File: config.mk
export PLATFORM = sky130hd
export DESIGN_NAME = inst_fetch_queue_flat
export DESIGN_NICKNAME = d
export VERILOG_FILES = /design/src/rtl/inst_fetch_queue_pkg.sv /design/src/rtl/inst_fetch_queue_if.sv /design/src/rtl/inst_fetch_queue_storage.sv /design/src/rtl/inst_fetch_queue.sv /design/src/flat_wrapper.sv
export SDC_FILE = /design/constraint.sdc
export NUM_CORES = 1
export LEC_CHECK = 0
export CAP_MARGIN = 20
export CORE_MARGIN = 2
export CORE_UTILIZATION = 38
export DETAILED_ROUTE_END_ITERATION = 16
export PLACE_DENSITY = 0.63
export SETUP_SLACK_MARGIN = 0.02
export SLEW_MARGIN = 10
export SYNTH_ARGS = -nofsm -noshare
export SYNTH_HDL_FRONTEND = slang
export SYNTH_SLANG_ARGS = --single-unit
File: constraint.sdc
create_clock -name clk -period 7.4 [get_ports clk]
set_input_delay 0.74 -clock clk [delete_from_list [all_inputs] [get_ports clk]]
set_output_delay 0.74 -clock clk [all_outputs]
set_load 0.01 [all_outputs]
File: src/rtl/inst_fetch_queue_pkg.sv
// Shared definitions for the instruction fetch queue: reset PC default,
// the queue entry layout and the pointer width helper.
package fetch_pkg;

  localparam logic [31:0] RESET_PC_DEFAULT = 32'h0000_0000;

  // One buffered fetch: its address, the returned word and whether the
  // word has arrived yet.
  typedef struct packed {
    logic [31:0] pc;
    logic [31:0] data;
    logic        filled;
  } ifq_entry_t;

  // Pointers carry one extra wrap bit so full and empty are distinguishable.
  function automatic int ptr_width(input int depth);
    return $clog2(depth) + 1;
  endfunction

endpackage

File: src/rtl/inst_fetch_queue_if.sv
// Fetch queue bus: instruction memory request/response on one side,
// Decode hand-off and redirect on the other.
// master = the fetch queue, slave = memory plus Decode.
interface inst_fetch_queue_if;
  logic        imem_req;
  logic [31:0] imem_addr;
  logic        imem_gnt;
  logic        imem_rvalid;
  logic [31:0] imem_rdata;
  logic        redirect;
  logic [31:0] redirect_pc;
  logic        instr_valid;
  logic [31:0] instr;
  logic [31:0] instr_pc;
  logic [31:0] instr_pc_plus4;
  logic        instr_ready;

  modport master (
    output imem_req, imem_addr, instr_valid, instr, instr_pc, instr_pc_plus4,
    input  imem_gnt, imem_rvalid, imem_rdata, redirect, redirect_pc, instr_ready
  );

  modport slave (
    input  imem_req, imem_addr, instr_valid, instr, instr_pc, instr_pc_plus4,
    output imem_gnt, imem_rvalid, imem_rdata, redirect, redirect_pc, instr_ready
  );
endinterface

File: src/rtl/inst_fetch_queue_storage.sv
// Entry array of the fetch queue. Allocation writes the pc and clears the
// filled flag, fill writes the data and sets it; the head is read
// combinationally so Decode sees it in the same cycle.
module ifq_storage
  import fetch_pkg::*;
#(
  parameter int DEPTH = 4,
  localparam int IW = $clog2(DEPTH)
) (
  input  logic          clk,
  input  logic          rst,
  input  logic          alloc_en_i,
  input  logic [IW-1:0] alloc_idx_i,
  input  logic [31:0]   alloc_pc_i,
  input  logic          fill_en_i,
  input  logic [IW-1:0] fill_idx_i,
  input  logic [31:0]   fill_data_i,
  input  logic [IW-1:0] rd_idx_i,
  output ifq_entry_t    rd_entry_o
);

  ifq_entry_t entry_vec [DEPTH];

  for (genvar gi = 0; gi < DEPTH; gi++) begin : g_entry
    ifq_entry_t entry_q;
    logic       alloc_hit;
    logic       fill_hit;

    assign alloc_hit = alloc_en_i && (alloc_idx_i == IW'(gi));
    assign fill_hit  = fill_en_i  && (fill_idx_i  == IW'(gi));

    // Allocation and fill never target the same slot in one cycle, so the
    // two field updates are independent.
    always_ff @(posedge clk or negedge rst) begin
      if (!rst) begin
        entry_q <= '0;
      end else begin
        if (alloc_hit) begin
          entry_q.pc     <= alloc_pc_i;
          entry_q.filled <= 1'b0;
        end
        if (fill_hit) begin
          entry_q.data   <= fill_data_i;
          entry_q.filled <= 1'b1;
        end
      end
    end

    assign entry_vec[gi] = entry_q;
  end

  assign rd_entry_o = entry_vec[rd_idx_i];

endmodule

File: src/rtl/inst_fetch_queue.sv
// Fetch front end: owns the fetch PC, issues in-order requests to a
// variable-latency instruction memory within a credit window of DEPTH,
// buffers responses in order and hands one instruction per cycle to
// Decode. A redirect empties the queue and counts the in-flight responses
// that must be thrown away when they arrive.
module inst_fetch_queue
  import fetch_pkg::*;
#(
  parameter int          DEPTH    = 4,
  parameter logic [31:0] RESET_PC = RESET_PC_DEFAULT
) (
  input logic                clk,
  input logic                rst,
  inst_fetch_queue_if.master bus
);

  localparam int PW = ptr_width(DEPTH);
  localparam int IW = PW - 1;
  localparam logic [PW:0] DEPTH_W = DEPTH[PW:0];

  logic [31:0]   fetch_pc_q, fetch_pc_d;
  logic [PW-1:0] alloc_q, alloc_d;
  logic [PW-1:0] fill_q, fill_d;
  logic [PW-1:0] head_q, head_d;
  logic [PW-1:0] drop_q, drop_d;

  logic          grant;
  logic          pop;
  logic          fill_en;
  logic          drop_rsp;
  logic [PW:0]   used;
  ifq_entry_t    head_entry;

  // Credit covers both live entries and responses still owed to a flush.
  assign used = {1'b0, alloc_q - head_q} + {1'b0, drop_q};

  // No request while in reset or while Decode is redirecting.
  assign bus.imem_req  = rst && (used < DEPTH_W) && !bus.redirect;
  assign bus.imem_addr = fetch_pc_q;

  assign grant    = bus.imem_req && bus.imem_gnt;
  assign drop_rsp = bus.imem_rvalid && (drop_q != '0);
  assign fill_en  = bus.imem_rvalid && (drop_q == '0) && !bus.redirect;

  // The filled flag is redundant with the pointer test but keeps a
  // not-yet-returned slot from ever looking valid.
  assign bus.instr_valid    = (head_q != fill_q) && head_entry.filled;
  assign pop                = bus.instr_valid && bus.instr_ready && !bus.redirect;
  assign bus.instr          = head_entry.data;
  assign bus.instr_pc       = head_entry.pc;
  assign bus.instr_pc_plus4 = head_entry.pc + 32'd4;

  ifq_storage #(.DEPTH(DEPTH)) u_storage (
    .clk         (clk),
    .rst         (rst),
    .alloc_en_i  (grant),
    .alloc_idx_i (alloc_q[IW-1:0]),
    .alloc_pc_i  (fetch_pc_q),
    .fill_en_i   (fill_en),
    .fill_idx_i  (fill_q[IW-1:0]),
    .fill_data_i (bus.imem_rdata),
    .rd_idx_i    (head_q[IW-1:0]),
    .rd_entry_o  (head_entry)
  );

  // Next-state for PC, pointers and drop counter; redirect overrides all.
  always_comb begin
    fetch_pc_d = fetch_pc_q;
    alloc_d    = alloc_q;
    fill_d     = fill_q;
    head_d     = head_q;
    drop_d     = drop_q;
    if (bus.redirect) begin
      fetch_pc_d = bus.redirect_pc & ~32'h3;
      fill_d     = alloc_q;
      head_d     = alloc_q;
      // Everything allocated but not yet filled is still in flight; a
      // response arriving this cycle is already consumed.
      drop_d     = drop_q + (alloc_q - fill_q) - PW'(bus.imem_rvalid);
    end else begin
      if (grant) begin
        alloc_d    = alloc_q + PW'(1);
        fetch_pc_d = fetch_pc_q + 32'd4;
      end
      if (drop_rsp) begin
        drop_d = drop_q - PW'(1);
      end else if (fill_en) begin
        fill_d = fill_q + PW'(1);
      end
      if (pop) begin
        head_d = head_q + PW'(1);
      end
    end
  end

  // State registers with asynchronous active-low reset.
  always_ff @(posedge clk or negedge rst) begin
    if (!rst) begin
      fetch_pc_q <= RESET_PC;
      alloc_q    <= '0;
      fill_q     <= '0;
      head_q     <= '0;
      drop_q     <= '0;
    end else begin
      fetch_pc_q <= fetch_pc_d;
      alloc_q    <= alloc_d;
      fill_q     <= fill_d;
      head_q     <= head_d;
      drop_q     <= drop_d;
    end
  end

endmodule

File: src/flat_wrapper.sv
// flat-port wrapper written by rule: the top's interface ports become plain ports
module inst_fetch_queue_flat import fetch_pkg::*;
#(
  parameter int          DEPTH    = 4,
  parameter logic [31:0] RESET_PC = RESET_PC_DEFAULT
)
  (clk, rst, bus_imem_req, bus_imem_addr, bus_instr_valid, bus_instr, bus_instr_pc, bus_instr_pc_plus4, bus_imem_gnt, bus_imem_rvalid, bus_imem_rdata, bus_redirect, bus_redirect_pc, bus_instr_ready);
  inst_fetch_queue_if bus_i ();
  input logic clk;
  input logic rst;
  output wire logic [$bits(bus_i.imem_req)-1:0] bus_imem_req;
  output wire logic [$bits(bus_i.imem_addr)-1:0] bus_imem_addr;
  output wire logic [$bits(bus_i.instr_valid)-1:0] bus_instr_valid;
  output wire logic [$bits(bus_i.instr)-1:0] bus_instr;
  output wire logic [$bits(bus_i.instr_pc)-1:0] bus_instr_pc;
  output wire logic [$bits(bus_i.instr_pc_plus4)-1:0] bus_instr_pc_plus4;
  input wire logic [$bits(bus_i.imem_gnt)-1:0] bus_imem_gnt;
  input wire logic [$bits(bus_i.imem_rvalid)-1:0] bus_imem_rvalid;
  input wire logic [$bits(bus_i.imem_rdata)-1:0] bus_imem_rdata;
  input wire logic [$bits(bus_i.redirect)-1:0] bus_redirect;
  input wire logic [$bits(bus_i.redirect_pc)-1:0] bus_redirect_pc;
  input wire logic [$bits(bus_i.instr_ready)-1:0] bus_instr_ready;
  assign bus_imem_req = bus_i.imem_req;
  assign bus_imem_addr = bus_i.imem_addr;
  assign bus_instr_valid = bus_i.instr_valid;
  assign bus_instr = bus_i.instr;
  assign bus_instr_pc = bus_i.instr_pc;
  assign bus_instr_pc_plus4 = bus_i.instr_pc_plus4;
  assign bus_i.imem_gnt = bus_imem_gnt;
  assign bus_i.imem_rvalid = bus_imem_rvalid;
  assign bus_i.imem_rdata = bus_imem_rdata;
  assign bus_i.redirect = bus_redirect;
  assign bus_i.redirect_pc = bus_redirect_pc;
  assign bus_i.instr_ready = bus_instr_ready;
  inst_fetch_queue #(.DEPTH(DEPTH), .RESET_PC(RESET_PC)) u_core (.clk(clk), .rst(rst), .bus(bus_i));
endmodule
## Word level (Yosys, flattened, before mapping)

Index checks and enable logic that the tools add are counted.

- Flip-flop bits (word level): 304
- Bits in latches: 0
- RAM bits: 0
- Memory bits (read-only): 0
- Output and inout port bits: 130
- Word-level logic and storage cells: 92
- Memories: 0

- Add/subtract/negate cells: 11
- $mul: 0
- Divide/modulo/power cells: 0
- Magnitude comparators: 2
- Equal/unequal tests: 8
- Shift operators: 0
- Multiplexer cells: 20
- Bitwise operators: 2
- Reductions and logical operators: 32

Operators by type and width:

| cell | count |
|---|---|
| 65-bit binary-select mux with 2-bit select | 1 |
| 65-bit two-way mux | 2 |
| 32-bit by 3-bit adder with 32-bit output, second input constant | 2 |
| 32-bit two-way mux | 2 |
| 3-bit two-way mux | 7 |
| 1-bit logical AND | 17 |
| 2-bit nonzero test | 8 |
| 3-bit by 1-bit adder with 3-bit output, second input constant | 3 |
| 2-bit == test, second input constant | 4 |
| 1-bit two-way mux | 8 |
| 3-bit subtractor | 2 |
| 3-bit by 3-bit adder with 4-bit output | 1 |
| 2-bit by 1-bit == test with 1-bit output, second input constant | 2 |
| 2-bit logical NOT | 2 |
| 4-bit by 3-bit < comparator with 1-bit output, second input constant | 1 |
| 2-bit AND reduction | 2 |
| 3-bit adder | 1 |
| 3-bit greater-or-equal comparator, second input constant | 1 |
| 3-bit logical NOT | 1 |
| 3-bit != test | 1 |
| 2-bit NOT with 3-bit output | 1 |
| 3-bit nonzero test | 1 |
| 3-bit by 1-bit subtractor with 3-bit output | 1 |
| 3-bit by 1-bit subtractor with 3-bit output, second input constant | 1 |
| 3 further kinds | 3 |

## Depth between registers and ports, before layout

- Depth after elaboration: 9
- Depth in mapped cells: 17

## Cells and area by module

From an unflattened synthesis, not the netlist that was laid out.

- Cell total of the unflattened synthesis: 1,016
- Area, all modules: 14,471.4 um^2

Modules (own cells, without submodules):

| module | instances | cells each | area each (um^2) |
|---|---|---|---|
| ifq_storage | 1 | 632 | 11,187.0 |
| inst_fetch_queue | 1 | 384 | 3,284.4 |

## Worst setup path after synthesis

OpenSTA, ideal clock, no wires.

- Kind: register to register
- From: register u_core.head_q[1]
- To: register u_core.fetch_pc_q[16] (netlist: u_core.bus.imem_addr[16])
- Library setup time: 116 ps
- Arrival: 4,014 ps
- Path slack: 3,270 ps
- Cell stages (with the launch flop): 17
- Path buffers: 7
- Clock period less this slack: 4,130 ps
- Cell sequence: dfrtp_1 -> buf_4 -> buf_2 -> buf_1 -> clkbuf_1 -> inv_1 -> fa_1 -> xor2_1 -> xnor2_1 -> ha_1 -> nor4b_1 -> and4_1 -> buf_2 -> buf_2 -> buf_2 -> nand3_1 -> o311ai_0

- Longest elaborated chain between the ends: 7

Ends and longest elaborated chain:

| item | RTL line | source |
|---|---|---|
| from (decl) | inst_fetch_queue.sv:24 | `logic [PW-1:0] head_q, head_d;` |
| from (signal assigned) | inst_fetch_queue.sv:102 | `head_q <= '0;` |
| from (signal assigned) | inst_fetch_queue.sv:108 | `head_q <= head_d;` |
| 3-bit subtractor | inst_fetch_queue.sv:35 | `assign used = {1'b0, alloc_q - head_q} + {1'b0, drop_q};` |
| 3-bit by 3-bit adder with 4-bit output | inst_fetch_queue.sv:35 |  |
| 4-bit by 3-bit < comparator with 1-bit output | inst_fetch_queue.sv:38 | `assign bus.imem_req = rst && (used < DEPTH_W) && !bus.redirect;` |
| 1-bit logical AND (2 in series) | inst_fetch_queue.sv:38 |  |
| 1-bit logical AND | inst_fetch_queue.sv:41 | `assign grant = bus.imem_req && bus.imem_gnt;` |
| 2-bit nonzero test (no line) | -- |  |
| to (signal assigned) | inst_fetch_queue.sv:105 | `fetch_pc_q <= fetch_pc_d;` |
| to (decl) | inst_fetch_queue.sv:21 | `logic [31:0] fetch_pc_q, fetch_pc_d;` |

Every way passes these cells.
A chain may end at the register's enable or synchronous reset.

## Worst setup path in the final report

- From: register u_core.head_q[0]
- To: register u_core.u_storage.g_entry[2].entry_q (netlist bit u_core.u_storage.entry_vec[124])

- Longest elaborated chain between the ends: 7

Ends and longest elaborated chain:

| item | RTL line | source |
|---|---|---|
| 3-bit subtractor | inst_fetch_queue.sv:35 |  |
| 3-bit by 3-bit adder with 4-bit output | inst_fetch_queue.sv:35 |  |
| 4-bit by 3-bit < comparator with 1-bit output | inst_fetch_queue.sv:38 |  |
| 1-bit logical AND (2 in series) | inst_fetch_queue.sv:38 |  |
| 1-bit logical AND | inst_fetch_queue.sv:41 |  |
| 1-bit logical AND | inst_fetch_queue_storage.sv:29 | `assign alloc_hit = alloc_en_i && (alloc_idx_i == IW'(gi));` |
| to (decl) | inst_fetch_queue_storage.sv:25 | `ifq_entry_t entry_q;` |

Every way passes these cells.

==> results.txt <==
Run status -> finished, final reports clean
Largest net degree at the start of global routing -> 100
GPL Wtd Cong -> 0.774
Initial antenna violation count -> 3
Final Hold Viols -> 0
Ys async rst share -> 100%
Fin crit period -> 5.08 ns
Register area share after synthesis -> 51.8%
Crit. End Element -> register
CP Launch Type -> register
YS warnings -> 0
Cell family with most CP delay -> simple AND/OR/NAND/NOR gates
Per-cell routed wire length -> 19.9 um
Antenna-violating nets left -> 0
R2R cell count -> 11
Critical path class -> reg -> reg
CP required -> 7.79 ns
Syn Area/Cell -> 13.5 sq um
GRT Util Overall -> 17.8%
Leak -> 7.98 nW
Synth Area in Adders -> 2.20%
#FFs+latches synth -> 294
Largest family of logic cells by synthesized area -> multiplexers
Crit path buf inv count -> 2
Vias in the first global route -> 9,413
Share of cells above drive strength 1 -> 28.7%
Compound-Gate Fraction of Synth Area -> 3.82%
Xor-xnor portion of the synthesized cell area -> 3.21%
CTS sink count -> 294
Via count -> 9,132
Core Area -> 36,700 sq um
# hold bufs at CTS -> 0
# Post-CTS Setup Buffers -> 0
Drt via density -> 5.30
Mux contribution to synthesized area -> 28.1%
Gr ovfl total -> 0
Global-route wire length before repair -> 54,200 um
Clock Tree Root -> clkbuf_16
Min-Delay Path Class -> in -> async
Layout area overhead -> 24.4%
Slowest stage delay, CP -> 0.96 ns
Num CTS Buffers -> 35
Most frequent cells in the layout -> dfrtp_1, mux2_2, clkdlybuf4s50_1
Critical Path AT -> 5.47 ns
Maxcap violations -> 0
Initial DRC count -> 432
Slowest-stage cell, CP -> and4_1
Reg-to-Reg Start -> u_core.head_q[0]
Setup TNS -> 0 ns
H-tree lvl count -> 2
RSZ-0062 raised after global routing -> false
Post-synth top flop -> dfrtp_1
Commonest non-fill, non-tap cell in the layout -> dfrtp_1
IO Count -> 200
Clock Tree Buf Depth -> 3
CP cell instances -> ha_1 -> inv_1 -> fa_1 -> xor2_1 -> xnor2_1 -> ha_1 -> nor4b_1 -> and4_1 -> nand2_1 -> buf_4 -> mux2_2
DIE WIDTH -> 197 um
Clock transition at path regs -> 0.06 ns
PortBufs -> 191
Max-slew violations -> 0
Fmax -> 197 MHz
Final setup vio count -> 0
CTS tree -> built
Number of distinct library cells after synthesis -> 53
Die area -> 38,900 sq um
Post-DP HPWL -> 22,300 um
FP Rows -> 70
Gate count of the mapped netlist -> 1,052
Reg2Reg Setup Slack -> 2.32 ns
Post-route clock period utilization -> 68.7%
Simple-Gate Fraction of Synth Area -> 7.66%
Initial Utilization -> 38.7%
Tot Pwr -> 7.22 mW
Synth Cell Area -> 14,200 sq um
Worst Path Max Fanout -> 37
Crit-path most repeated cell -> ha_1
Least-Margin Pin Slew -> 1.06 ns
Clk_skew -> 0.0240 ns
Number of iterations in the first detailed-routing pass -> 5
EDFF count, synth -> 0
DRC violations left -> 0
Clk Latency, worst-skew pair -> 0.52 ns
Drt total wl -> 34,200 um
Worst VDD drop -> 239 uV
PwrDens -> 409 nW/um^2
Worst R2R End -> u_core.u_storage.entry_vec[124]
Nets -> 1,321
CTS resizes -> 0
Die Y -> 197 um
Normalized max-slew margin -> 29.1%
Crit path from -> u_core.head_q[0]
Hold slack final -> 0.221 ns
-- synthesized netlist by cell type, types with 3 or more instances --
cell type	number	area [sq um]
a211oi_1	3	22.5
nor3_1	6	30.0
xor2_1	15	131
and3_1	7	43.8
nand3_1	30	150
o21ai_0	48	240
a21oi_1	8	40.0
buf_2	17	85.1
and4_1	6	52.6
nand4_1	19	119
clkbuf_1	28	105
fa_1	5	100
a211o_1	3	26.3
buf_4	7	52.6
nor2_1	21	78.8
mux2i_1	4	40.0
buf_6	3	33.8
nand2_1	91	342
a31oi_1	5	31.3
buf_1	14	52.6
o311ai_0	3	26.3
o211ai_1	10	75.1
mux2_2	222	2500
and2_1	6	37.5
ha_1	17	213
nor4_4	3	63.8
mux4_1	8	210
xnor2_1	37	324
or3_1	6	37.5
dfrtp_1	294	7360
inv_1	25	93.8
mux4_2	55	1240
-- area by class of cell --
cell class	count	area, sq um
timing repair buffer	205	2020
inverter	25	93.8
clock inverter	13	165
clock buffer	49	1010
multi-input combinational	668	6410
fill	3246	19100
tap	468	586
sequential	294	7360
antenna	2	5.00
-- power breakdown --
| part | internal, mW | leakage (nW) | switching, mW | total, mW |
|---|---|---|---|---|
| combinational | 1.67 | 3.52 | 1.20 | 2.86 |
| sequential | 2.21 | 3.88 | 0.414 | 2.63 |
| clock | 1.06 | 0.580 | 0.673 | 1.73 |
-- cell families after synthesis --
family                     count (synthesis)
and+or+nand+nor                          210
DFF                                      294
xor gates and xnor gates                  52
buffers and inverters                     95
muxes                                    289
other                                      1
adders and majority gates                 22
AOI/OAI and AO/OA                         89
-- state kept, by name, summed over array words and instances, names as in the netlist --
register and cells:
u_core.u_storage.entry_vec 252, u_core.bus.imem_addr 30, u_core.alloc_q 3, u_core.drop_q 3, u_core.fill_q 3, u_core.head_q 3
-- layer usage --
layer | GRT usage (%) | up-vias | share of wire, %
met5 | 0 | - | 0
met4 | 5.15 | 0 | 1.9
met3 | 3.55 | 50 | 5.5
met2 | 29.0 | 221 | 48
met1 | 24.1 | 4686 | 44
li1 | - | 4175 | -
-- stage by stage --
| stage | setup WS (ns) | util, % | std cells | cell area, sq um |
|---|---|---|---|---|
| 3_5_place_dp | 2.30 | 44.9 | 1660 | 16500 |
| 6_report | 2.32 | 48.1 | 1724 | 17600 |
| 3_3_place_gp | 2.35 | 44.9 | 1660 | 16500 |
| 5_1_grt | 1.92 | 48.1 | 1724 | 17600 |
| 4_1_cts | 2.27 | 48.1 | 1722 | 17600 |
| 2_1_floorplan | 3.27 | - | 1057 | 14200 |
-- worst max path at each step --
stage / to / slack (ns) / depth (start not counted)
CTS: u_core.u_storage.entry_vec[124] / 2.27 / 11
finish: u_core.u_storage.entry_vec[124] / 2.32 / 11
global placement: u_core.u_storage.entry_vec[49] / 2.35 / 11
global route: u_core.u_storage.entry_vec[62] / 1.92 / 11
detailed placement: u_core.u_storage.entry_vec[124] / 2.30 / 11
floorplan: u_core.bus.imem_addr[16] / 3.27 / 16
No activity file was read; power rests on OpenSTA's default activity.
